File: config.mk
export PLATFORM = sky130hd
export DESIGN_NAME = button_conditioner
export DESIGN_NICKNAME = d
export VERILOG_FILES = /design/src/rtl/button_conditioner.sv
export SDC_FILE = /design/constraint.sdc
export NUM_CORES = 1
export LEC_CHECK = 0
export BUFFER_PORTS_ARGS = -buffer_cell sky130_fd_sc_hd__buf_4
export CAP_MARGIN = 20
export CORE_MARGIN = 10
export CORE_UTILIZATION = 45
export CTS_CLUSTER_SIZE = 20
export DETAILED_ROUTE_END_ITERATION = 10
export PLACE_DENSITY_LB_ADDON = 0.12
export SLEW_MARGIN = 30
export SYNTH_ARGS = -nofsm -noshare
export SYNTH_HDL_FRONTEND = slang
export SYNTH_SLANG_ARGS = --single-unit
File: constraint.sdc
create_clock -name clk -period 11.8 [get_ports clk]
set_input_delay 2.36 -clock clk [delete_from_list [all_inputs] [get_ports clk]]
set_output_delay 2.36 -clock clk [all_outputs]
set_load 0.05 [all_outputs]
File: src/rtl/button_conditioner.sv
`default_nettype none
// ============================================================================
//  Module      : button_conditioner
//  Description : Multi-channel pushbutton conditioner. Each channel has a
//                2-FF synchroniser, a stability-count debouncer, registered
//                level/rise/fall strobes and an auto-repeat press generator.
//  Revision    : 1.0 - initial release
// ============================================================================
module button_conditioner #(
    parameter int CHANNELS      = 4,
    parameter int STABLE_COUNT  = 1024,
    parameter int REPEAT_DELAY  = 500000,
    parameter int REPEAT_PERIOD = 100000
) (
    input  logic                clk,
    input  logic                rst,
    input  logic [CHANNELS-1:0] raw_in,
    input  logic [CHANNELS-1:0] repeat_en,
    output logic [CHANNELS-1:0] level,
    output logic [CHANNELS-1:0] rise,
    output logic [CHANNELS-1:0] fall,
    output logic [CHANNELS-1:0] press
);

    localparam int DB_W    = $clog2(STABLE_COUNT + 1);
    localparam int RPT_MAX = (REPEAT_DELAY > REPEAT_PERIOD) ? REPEAT_DELAY : REPEAT_PERIOD;
    localparam int RP_W    = $clog2(RPT_MAX + 1);

    localparam logic [DB_W-1:0] c_DB_LAST     = DB_W'(STABLE_COUNT - 1);
    localparam logic [RP_W-1:0] c_DELAY_LAST  = RP_W'(REPEAT_DELAY - 1);
    localparam logic [RP_W-1:0] c_PERIOD_LAST = RP_W'(REPEAT_PERIOD - 1);

    // Repeat FSM state encoding
    localparam logic [1:0] c_ST_IDLE   = 2'd0;
    localparam logic [1:0] c_ST_HELD   = 2'd1;
    localparam logic [1:0] c_ST_DELAY  = 2'd2;
    localparam logic [1:0] c_ST_REPEAT = 2'd3;

    logic [CHANNELS-1:0] r_sync1;
    logic [CHANNELS-1:0] r_sync2;

    // Two-stage synchroniser for all raw inputs
    always_ff @(posedge clk or posedge rst) begin
        if (rst) begin
            r_sync1 <= '0;
            r_sync2 <= '0;
        end else begin
            r_sync1 <= raw_in;
            r_sync2 <= r_sync1;
        end
    end

    generate
        for (genvar i = 0; i < CHANNELS; i++) begin : g_ch
            logic [DB_W-1:0] r_db_cnt;
            logic [RP_W-1:0] r_rp_cnt;
            logic [1:0]      r_state;
            logic            r_level;
            logic            r_rise;
            logic            r_fall;
            logic            r_press;
            logic            w_diff;
            logic            w_db_done;
            logic            w_up;
            logic            w_dn;

            // A flip happens on the edge where the input has disagreed with
            // the level for STABLE_COUNT consecutive synchronised samples.
            assign w_diff    = (r_sync2[i] != r_level);
            assign w_db_done = w_diff && (r_db_cnt == c_DB_LAST);
            assign w_up      = w_db_done &&  r_sync2[i];
            assign w_dn      = w_db_done && !r_sync2[i];

            // Debounce counter and debounced level
            always_ff @(posedge clk or posedge rst) begin
                if (rst) begin
                    r_db_cnt <= '0;
                    r_level  <= 1'b0;
                end else if (!w_diff) begin
                    r_db_cnt <= '0;
                end else if (w_db_done) begin
                    r_db_cnt <= '0;
                    r_level  <= r_sync2[i];
                end else begin
                    r_db_cnt <= r_db_cnt + 1'b1;
                end
            end

            // Edge strobes and auto-repeat press generator; a fall always
            // wins over a repeat that would fire on the same edge.
            always_ff @(posedge clk or posedge rst) begin
                if (rst) begin
                    r_state  <= c_ST_IDLE;
                    r_rp_cnt <= '0;
                    r_rise   <= 1'b0;
                    r_fall   <= 1'b0;
                    r_press  <= 1'b0;
                end else begin
                    r_rise  <= w_up;
                    r_fall  <= w_dn;
                    r_press <= 1'b0;
                    if (w_dn) begin
                        r_state  <= c_ST_IDLE;
                        r_rp_cnt <= '0;
                    end else if (w_up) begin
                        r_press  <= 1'b1;
                        r_rp_cnt <= '0;
                        r_state  <= repeat_en[i] ? c_ST_DELAY : c_ST_HELD;
                    end else begin
                        case (r_state)
                            c_ST_HELD: begin
                                if (repeat_en[i]) begin
                                    r_rp_cnt <= '0;
                                    r_state  <= c_ST_DELAY;
                                end
                            end
                            c_ST_DELAY: begin
                                if (!repeat_en[i]) begin
                                    r_rp_cnt <= '0;
                                    r_state  <= c_ST_HELD;
                                end else if (r_rp_cnt == c_DELAY_LAST) begin
                                    r_press  <= 1'b1;
                                    r_rp_cnt <= '0;
                                    r_state  <= c_ST_REPEAT;
                                end else begin
                                    r_rp_cnt <= r_rp_cnt + 1'b1;
                                end
                            end
                            c_ST_REPEAT: begin
                                if (!repeat_en[i]) begin
                                    r_rp_cnt <= '0;
                                    r_state  <= c_ST_HELD;
                                end else if (r_rp_cnt == c_PERIOD_LAST) begin
                                    r_press  <= 1'b1;
                                    r_rp_cnt <= '0;
                                end else begin
                                    r_rp_cnt <= r_rp_cnt + 1'b1;
                                end
                            end
                            default: begin
                                r_rp_cnt <= '0;
                            end
                        endcase
                    end
                end
            end

            assign level[i] = r_level;
            assign rise[i]  = r_rise;
            assign fall[i]  = r_fall;
            assign press[i] = r_press;
        end
    endgenerate

endmodule
`default_nettype wire

==> results.md, run 1 <==
| Metric | Reported | Unit |
|:---|:---|:---|
| Hold_buf cts | 0 | - |
| Die Ht | 150 | µm |
| Clk network pwr share | 0.469 | - |
| Maximum number of pins on one net before global-route repair | 78 | - |
| Crit start category | input port | - |
| Detailed-placement wirelength estimate | 9710 | µm |
| Placeable core area | 16600 | µm² |
| Cell area after synthesis | 7600 | µm² |
| End-of-flow core utilization | 0.512 | - |
| CP Cell Sequence | buf_4 -> nor3b_1 -> a21boi_2 -> nor3_1 -> xnor2_1 -> nor2_1 | - |
| Total number of placement rows | 47 | - |
| Sum of routed wire length over all layers | 14600 | µm |
| Final setup skew | 0.0115 | ns |
| Largest family of logic cells by synthesized area | simple AND/OR/NAND/NOR gates | - |
| Proportion of netlist area held by the largest area contributor | 0.500 | - |
| DRC marker count from the first detailed-route iteration | 409 | - |
| Adder-cell area share of the yosys netlist | 0.0181 | - |
| Total routing resource utilization after global routing | 0.136 | - |
| Boundary pin count | 26 | - |
| Die Area | 22500 | µm² |
| Max_cap viols | 0 | - |
| Post-synthesis register bit count | 152 | - |
| Post-synthesis cell type count | 58 | - |
| DRT Pass-1 Iters | 4 | - |
| Main flop type after synthesis | sky130_fd_sc_hd__dfrtp_1 | - |
| Count of endpoints failing setup in the final report | 0 | - |
| CP peak stage delay | 0.63 | ns |
| Leakage dissipation | 3.66 | nW |
| Startpoint-to-endpoint class of the critical path | input port to flip-flop | - |
| Actual slew at the worst max-slew pin | 0.700 | ns |
| Starting Density | 0.458 | - |
| Normalized max-slew margin | 0.529 | - |
| Inserted Clock Buffers | 17 | - |
| Run status | finished, final reports clean | - |
| Total setup buffers inserted after CTS | 0 | - |
| CTS tree | yes | - |
| Number of global-route vias before repair | 5540 | - |
| Warnings, synthesis | 0 | - |
| Post-synthesis instance total | 797 | - |
| Root buffer cell | sky130_fd_sc_hd__clkbuf_16 | - |
| Clock-pin transition on the worst setup and hold timing paths | 0.06 | ns |
| Period utilisation layout | 0.303 | - |
| Net switching component of the power | 0.292 | mW |
| Nature of the critical path endpoint | flip-flop | - |
| Setup TNS | 0 | ns |
| Relative contribution of sequential cells to total power | 0.446 | - |
| Total count of max-transition violations in the final report | 0 | - |
| Cell type with the largest total area after synthesis | sky130_fd_sc_hd__dfrtp_1 | - |
| Number of vias after detailed routing | 5690 | - |
| Critical Path Slowest Stage Cell | sky130_fd_sc_hd__a21boi_2 | - |
| Portion of the post-synthesis area used by sequential elements | 0.500 | - |
| Detail-routed net length per standard cell | 14.1 | µm |
| Cell types with the largest area share after synthesis | sky130_fd_sc_hd__dfrtp_1 50%, sky130_fd_sc_hd__nor2_1 5.4%, sky130_fd_sc_hd__xnor2_1 4.0% | - |
| Via-to-Cell Ratio | 5.49 | - |
| Area grow syn2layout | 11.7 | % |
| Post-synthesis area per instance | 9.54 | µm² |
| Synth cell count leaders | 152 x sky130_fd_sc_hd__dfrtp_1, 109 x sky130_fd_sc_hd__nor2_1, 65 x sky130_fd_sc_hd__nand2_1 | - |
| Final net count | 824 | - |
| Final weighted congestion in routability-driven placement | 0.798 | - |
| Comb pwr share | 0.085 | - |
| Count of flip-flops with a built-in enable after synthesis | 0 | - |
| Compound-Gate Fraction of Synth Area | 0.108 | - |
| Clock insertion delay at the later pin of the skew report | 0.42 | ns |
| Unrepaired setup endpoints after global routing | no | - |
| IO buf count | 25 | - |
| Min cycle time layout | 3.57 | ns |
| Achievable Freq | 280 | MHz |
| CP Data Required Time | 12.11 | ns |
| Total number of H-tree levels | 4 | - |
| Dpl cells | 1004 | - |
| Data arrival time of the worst path | 3.88 | ns |
| Xor/xnor cell area share of the yosys netlist | 0.0749 | - |
| DRC viols | 0 | - |
| Number of clock sinks seen by CTS | 152 | - |
| Share of final-layout standard cells stronger than drive strength 1 | 0.0931 | - |
| Simple logic cell fraction of the synthesized area | 0.243 | - |
| Internal power component | 0.937 | mW |
| Worst min-delay path category | flip-flop to flip-flop | - |
| Largest buffer count on any clock path | 2 | - |
| Cts repair resizes | 0 | - |
| Largest fanout on the critical path | 15 | - |
| Total nets after synthesis | 818 | - |
| Switching portion of total power | 0.238 | - |
| Peak VDD IR | 113 | µV |
| Hold Fails Final Rpt | 0 | - |
| Antenna violations before repair | 0 | - |
| Floorplan die width | 150 | µm |
| Final ANT Viol Nets | 0 | - |
| Wire length of the first global-routing pass | 25600 | µm |
| Non-filler instance count after layout | 1036 | - |
| Most used standard cell by instance count after synthesis | sky130_fd_sc_hd__dfrtp_1 | - |
| Diode insertion count for antenna repair | 0 | - |
| Total global routing overflow | 0 | - |
| Pwr Density | 145 | nW/µm² |
| Share of flip-flops with an asynchronous set or reset after synthesis | 1.00 | - |
| Portion of netlist area occupied by mux cells | 0.0112 | - |
power groups by stage:
| stage | Combinational, mW | Clock (mW) | Sequential [mW] |
|---|---|---|---|
| after floorplan | 0.0812 | 0 | 0.554 |
| final | 0.104 | 0.577 | 0.548 |
| after global placement | 0.101 | 0 | 0.556 |
| after CTS | 0.107 | 0.589 | 0.548 |
| after detailed placement | 0.107 | 0 | 0.557 |
| after global routing | 0.121 | 0.612 | 0.550 |
cells by family (layout without fill, tap and decap cells):
kind of cell | count (synthesis) | in the layout
mux | 8 | 8
fa+ha+maj | 11 | 11
compound gates | 131 | 131
simple gates | 364 | 364
xor+xnor | 65 | 65
buf+inv | 66 | 85
flops | 152 | 152
per-stage QoR:
step                      instance area [µm²]  setup slack (ns)  power (mW)  hold slack [ns]
after floorplan                          7600              5.35       0.635            0.331
after global placement                   7850              7.51       0.657            0.336
after detailed placement                 7860              7.76       0.664            0.346
after CTS                                8490              8.22        1.24            0.360
after global routing                     8490              8.05        1.28            0.368
final                                    8490              8.23        1.23            0.356
cell type report:
type,instances,area [µm²]
clock buffer,19,453
tap,220,275
multi-input combinational,579,3460
sequential,152,3800
fill,1542,8090
timing repair buffer,30,229
clock inverter,13,176
inverter,23,91.3
layout by cell type (no fill, tap or decap), drive strengths merged, types with 11 or more instances in the layout:
cell    instances
a31oi          33
nand2b         12
nand4          21
xor2           30
a21oi          38
nand2          65
nand3          55
nor2          109
buf            30
clkbuf         19
dfrtp         152
o21ai          27
and3           24
xnor2          35
nor3           20
inv            23
ha             11
registers in the layout (all words and copies together) (netlist names):
name           count
g_ch.r_db_cnt     44
g_ch.r_rise        4
g_ch.r_rp_cnt     76
g_ch.r_fall        4
r_sync1            4
g_ch.r_level       4
g_ch.r_press       4
g_ch.r_state       8
r_sync2            4
critical path, delay by kind of cell:
kind | cells | cell delay, ns
AND/OR/NAND/NOR | 3 | 0.57
buffers and inverters | 1 | 0.14
AO/OA/AOI/OAI | 1 | 0.63
XOR/XNOR | 1 | 0.17
final timing paths:
path	from	to	slack (ns)	cells after the start
worst min register to register	r_sync1[2]$_DFF_PP0_	r_sync2[2]$_DFF_PP0_	0.36	0
max in group asynchronous	rst	g_ch[0].r_rp_cnt[18]$_DFFE_PP0N_	8.62	3
worst max-delay path	repeat_en[2]	g_ch[2].r_rp_cnt[15]$_DFFE_PP0N_	8.23	6
worst min-delay path	r_sync1[2]$_DFF_PP0_	r_sync2[2]$_DFF_PP0_	0.36	0
worst max register to register	g_ch[1].r_db_cnt[0]$_DFF_PP0_	g_ch[1].r_rp_cnt[4]$_DFFE_PP0N_	9.26	7
min in group asynchronous	rst	r_sync1[2]$_DFF_PP0_	2.04	2
routing by layer:
layer / wire length [µm] / part of all wire / up-vias / track usage
li1: - / - / 2813 / -
met4: 150 / 0.010 / 0 / 0.0437
met2: 6980 / 0.48 / 88 / 0.221
met3: 565 / 0.039 / 11 / 0.0371
met1: 6870 / 0.47 / 2778 / 0.171
met5: 0 / 0 / - / 0
Note: power is estimated with default switching activity, not from simulation.
==> run 2, diff against run 1 <==
--- a/config.mk
+++ b/config.mk
@@ -5,6 +5,7 @@
 export SDC_FILE = /design/constraint.sdc
 export NUM_CORES = 1
 export LEC_CHECK = 0
+export ABC_AREA = 1
 export BUFFER_PORTS_ARGS = -buffer_cell sky130_fd_sc_hd__buf_4
 export CAP_MARGIN = 20
 export CORE_MARGIN = 10
==> constraint.sdc (replaced) <==
create_clock -name clk -period 3.55 [get_ports clk]
set_input_delay 0.71 -clock clk [delete_from_list [all_inputs] [get_ports clk]]
set_output_delay 0.71 -clock clk [all_outputs]
set_load 0.05 [all_outputs]
==> run 2 against run 1 <==
Design area grew 15%; sequential power increased to 3.5 times the previous value; clock power grew to 3.2 times the previous value; hold slack worse by 0.023 ns; register-to-register slack worse by 8.0 ns; global-route usage up 1.4 points.
==> results.md, run 2 <==
| Metric | Reported | Unit |
|:---|:---|:---|
| Number of global-route vias before repair | 7102 | - |
| Portion of the post-synthesis area used by sequential elements | 0.433 | - |
| Comb pwr share | 0.166 | - |
| IO buf count | 25 | - |
| Register area | 3800 | µm² |
| Detailed-placement wirelength estimate | 13300 | µm |
| Nature of the critical path endpoint | flip-flop | - |
| Post-synthesis instance total | 1208 | - |
| Run status | finished, final reports clean | - |
| Min cycle time layout | 2.28 | ns |
| Layout filler cell count | 1973 | - |
| Synth cell count leaders | 278 x sky130_fd_sc_hd__nand2_1, 197 x sky130_fd_sc_hd__nor2_1, 182 x sky130_fd_sc_hd__inv_1 | - |
| Hold Fails Final Rpt | 0 | - |
| Number of flip-flops in the largest register | 76 | - |
| CTS tree | yes | - |
| Main flop type after synthesis | sky130_fd_sc_hd__dfrtp_1 | - |
| Worst Reg2Reg Path Length in Cells | 10 | - |
| Unrepaired setup endpoints after global routing | no | - |
| Commonest cells after routing, fill and taps aside | 278 x sky130_fd_sc_hd__nand2_1, 197 x sky130_fd_sc_hd__nor2_1, 181 x sky130_fd_sc_hd__inv_1 | - |
| Placeable core area | 19300 | µm² |
| Most common library cell in the layout ignoring fill and taps | sky130_fd_sc_hd__nand2_1 | - |
| Number of clock sinks seen by CTS | 152 | - |
| Maximum number of pins on one net before global-route repair | 60 | - |
| Pwr Density | 465 | nW/µm² |
| Total setup buffers inserted after CTS | 0 | - |
| Reg-to-Reg Start | g_ch[3].r_db_cnt[0]$_DFF_PP0_ | - |
| Worst-case hold slack | 0.333 | ns |
| Internal power component | 3.21 | mW |
| Relative contribution of sequential cells to total power | 0.421 | - |
| Area of combinational cells with multiple inputs | 4060 | µm² |
| Compound-Gate Fraction of Synth Area | 0.0551 | - |
| Non-filler instance count after layout | 1504 | - |
| Leakage dissipation | 4.77 | nW |
| Detail-routed net length per standard cell | 12.4 | µm |
| DRC viols | 0 | - |
| Inserted Clock Buffers | 17 | - |
| Total global routing overflow | 0 | - |
| Top reg by flops | g_ch.r_rp_cnt | - |
| Registers with the highest flip-flop counts | g_ch.r_rp_cnt x76, g_ch.r_db_cnt x44, g_ch.r_state x8 | - |
| Xor/xnor cell area share of the yosys netlist | 0.0447 | - |
| Largest buffer count on any clock path | 2 | - |
| DRC marker count from the first detailed-route iteration | 478 | - |
| Sum of routed wire length over all layers | 18600 | µm |
| Simple logic cell fraction of the synthesized area | 0.346 | - |
| Post-route setup slack | 1.27 | ns |
| Final weighted congestion in routability-driven placement | 0.878 | - |
| Most used standard cell by instance count after synthesis | sky130_fd_sc_hd__nand2_1 | - |
| Adder-cell area share of the yosys netlist | 0.0157 | - |
| Clock-pin transition on the worst setup and hold timing paths | 0.06 | ns |
| Largest family of logic cells by synthesized area | simple AND/OR/NAND/NOR gates | - |
| Boundary pin count | 26 | - |
| Final ANT Viol Nets | 0 | - |
| Post-synthesis cell type count | 40 | - |
| Cell type with the largest total area after synthesis | sky130_fd_sc_hd__dfrtp_1 | - |
| Dpl cells | 1474 | - |
| Root buffer cell | sky130_fd_sc_hd__clkbuf_16 | - |
| Terminus of the critical flop-to-flop path | g_ch[3].r_rp_cnt[6]$_DFFE_PP0N_ | - |
| Actual slew at the worst max-slew pin | 0.523 | ns |
| Portion of netlist area occupied by mux cells | 0 | - |
| Number of vias after detailed routing | 7354 | - |
| Count of flip-flops with a built-in enable after synthesis | 0 | - |
| Total number of placement rows | 51 | - |
| Setup slack after placement | 1.25 | ns |
| Floorplan die width | 160 | µm |
| Period utilisation layout | 0.642 | - |
| Area grow syn2layout | 11.0 | % |
| Data arrival time of the worst path | 2.60 | ns |
| Setup TNS | 0 | ns |
| Area after DPL | 9150 | µm² |
| Starting Density | 0.454 | - |
| Switching portion of total power | 0.291 | - |
| Post-synthesis register bit count | 152 | - |
| CP Data Required Time | 3.87 | ns |
| Total count of max-transition violations in the final report | 0 | - |
| Cell area after synthesis | 8780 | µm² |
| Share of flip-flops with an asynchronous set or reset after synthesis | 1.00 | - |
| Final net count | 1249 | - |
| Layout Cell Area excl Fill | 9750 | µm² |
| Total routing resource utilization after global routing | 0.150 | - |
| DRT Pass-1 Iters | 4 | - |
| Post-synthesis area per instance | 7.27 | µm² |
| Peak VDD IR | 317 | µV |
| Diode insertion count for antenna repair | 0 | - |
| Die Area | 25500 | µm² |
| Count of endpoints failing setup in the final report | 0 | - |
| Warnings, synthesis | 0 | - |
| Antenna violations before repair | 0 | - |
| Normalized max-slew margin | 0.648 | - |
| Cts repair resizes | 0 | - |
| Wire length of the first global-routing pass | 32800 | µm |
| Worst min-delay path category | input port to async pin | - |
| Achievable Freq | 438 | MHz |
| Cell types with the largest area share after synthesis | sky130_fd_sc_hd__dfrtp_1 43%, sky130_fd_sc_hd__nand2_1 12%, sky130_fd_sc_hd__nor2_1 8.4% | - |
| Die Ht | 160 | µm |
| Clock insertion delay at the later pin of the skew report | 0.42 | ns |
| Proportion of netlist area held by the largest area contributor | 0.433 | - |
| Crit path capture | g_ch[3].r_rp_cnt[6]$_DFFE_PP0N_ | - |
| Max_cap viols | 0 | - |
| Share of final-layout standard cells stronger than drive strength 1 | 0.0783 | - |
| Hold_buf cts | 0 | - |
| Via-to-Cell Ratio | 4.89 | - |
| Reg2reg setup slack | 1.27 | ns |
| Startpoint-to-endpoint class of the critical path | flip-flop to flip-flop | - |
| Critical path origin | g_ch[3].r_db_cnt[0]$_DFF_PP0_ | - |
| Crit start category | flip-flop | - |
| Total number of H-tree levels | 4 | - |
| Final setup skew | 0.00993 | ns |
| Total nets after synthesis | 1229 | - |
| Largest fanout on the critical path | 22 | - |
| Net switching component of the power | 1.32 | mW |
| Clk network pwr share | 0.413 | - |
==> run 2: cell count changes after synthesis, sizes merged, moves of 15 or more <==
| cell | change |
|---|---|
| xnor2 | -24 |
| o21ai | +15 |
| nand3 | +69 |
| nor2 | +99 |
| clkbuf | -18 |
| a31oi | -29 |
| nand2 | +217 |
| inv | +163 |
| and3 | -22 |
==> run 2: stage by stage <==
step | util | power, mW
after floorplan | - | 2.52
after global placement | 0.473 | 2.68
after detailed placement | 0.473 | 2.69
after CTS | 0.504 | 4.59
after global routing | 0.504 | 4.79
final | 0.504 | 4.53
==> run 2: cell families after synthesis <==
| family | after synthesis |
|---|---|
| simple gates | 697 |
| fa+ha+maj | 11 |
| flops | 152 |
| xor+xnor | 44 |
| compound gates | 88 |
| buf+inv | 216 |
==> run 2: critical path, stage by stage, from the launching register on <==
cell,delay (ns)
sky130_fd_sc_hd__dfrtp_1,0.38
sky130_fd_sc_hd__ha_1,0.18
sky130_fd_sc_hd__nand2_1,0.10
sky130_fd_sc_hd__nor2_4,0.16
sky130_fd_sc_hd__nand4_1,0.12
sky130_fd_sc_hd__nor2_2,0.15
sky130_fd_sc_hd__nand3_2,0.26
sky130_fd_sc_hd__nand2_2,0.44
sky130_fd_sc_hd__nand2_2,0.24
sky130_fd_sc_hd__nand2_1,0.12
sky130_fd_sc_hd__nor2_1,0.04
==> run 2: cell type report <==
class / count / area share
Clock inverter: 11 / 0.0159
Tap cell: 265 / 0.0340
Clock buffer: 19 / 0.0454
Inverter: 186 / 0.0720
Timing Repair Buffer: 31 / 0.0264
Multi-Input combinational cell: 840 / 0.416
Sequential cell: 152 / 0.390
==> run 2: metal layers <==
| metal | track usage | wire (µm) | vias up |
|---|---|---|---|
| met5 | 0 | 0 | - |
| met4 | 0.0396 | 154 | 0 |
| met3 | 0.0339 | 662 | 12 |
| met2 | 0.241 | 8500 | 99 |
| met1 | 0.200 | 9270 | 3405 |
| li1 | - | - | 3838 |
==> run 2: power groups by stage <==
stage | Combinational (mW) | Clock (mW) | Sequential [mW]
after global placement | 0.745 | 0 | 1.93
after global routing | 0.867 | 2.00 | 1.92
final | 0.752 | 1.87 | 1.91
after detailed placement | 0.753 | 0 | 1.93
after CTS | 0.762 | 1.93 | 1.90
after floorplan | 0.604 | 0 | 1.91
==> run 2: how the worst min path moves through the flow <==
stage / to / cells past startpoint
after floorplan: r_sync2[0]$_DFF_PP0_ / 0
after global placement: r_sync2[0]$_DFF_PP0_ / 0
after detailed placement: r_sync2[1]$_DFF_PP0_ / 0
after CTS: r_sync1[0]$_DFF_PP0_ / 2
after global routing: r_sync1[0]$_DFF_PP0_ / 2
final: r_sync1[0]$_DFF_PP0_ / 2
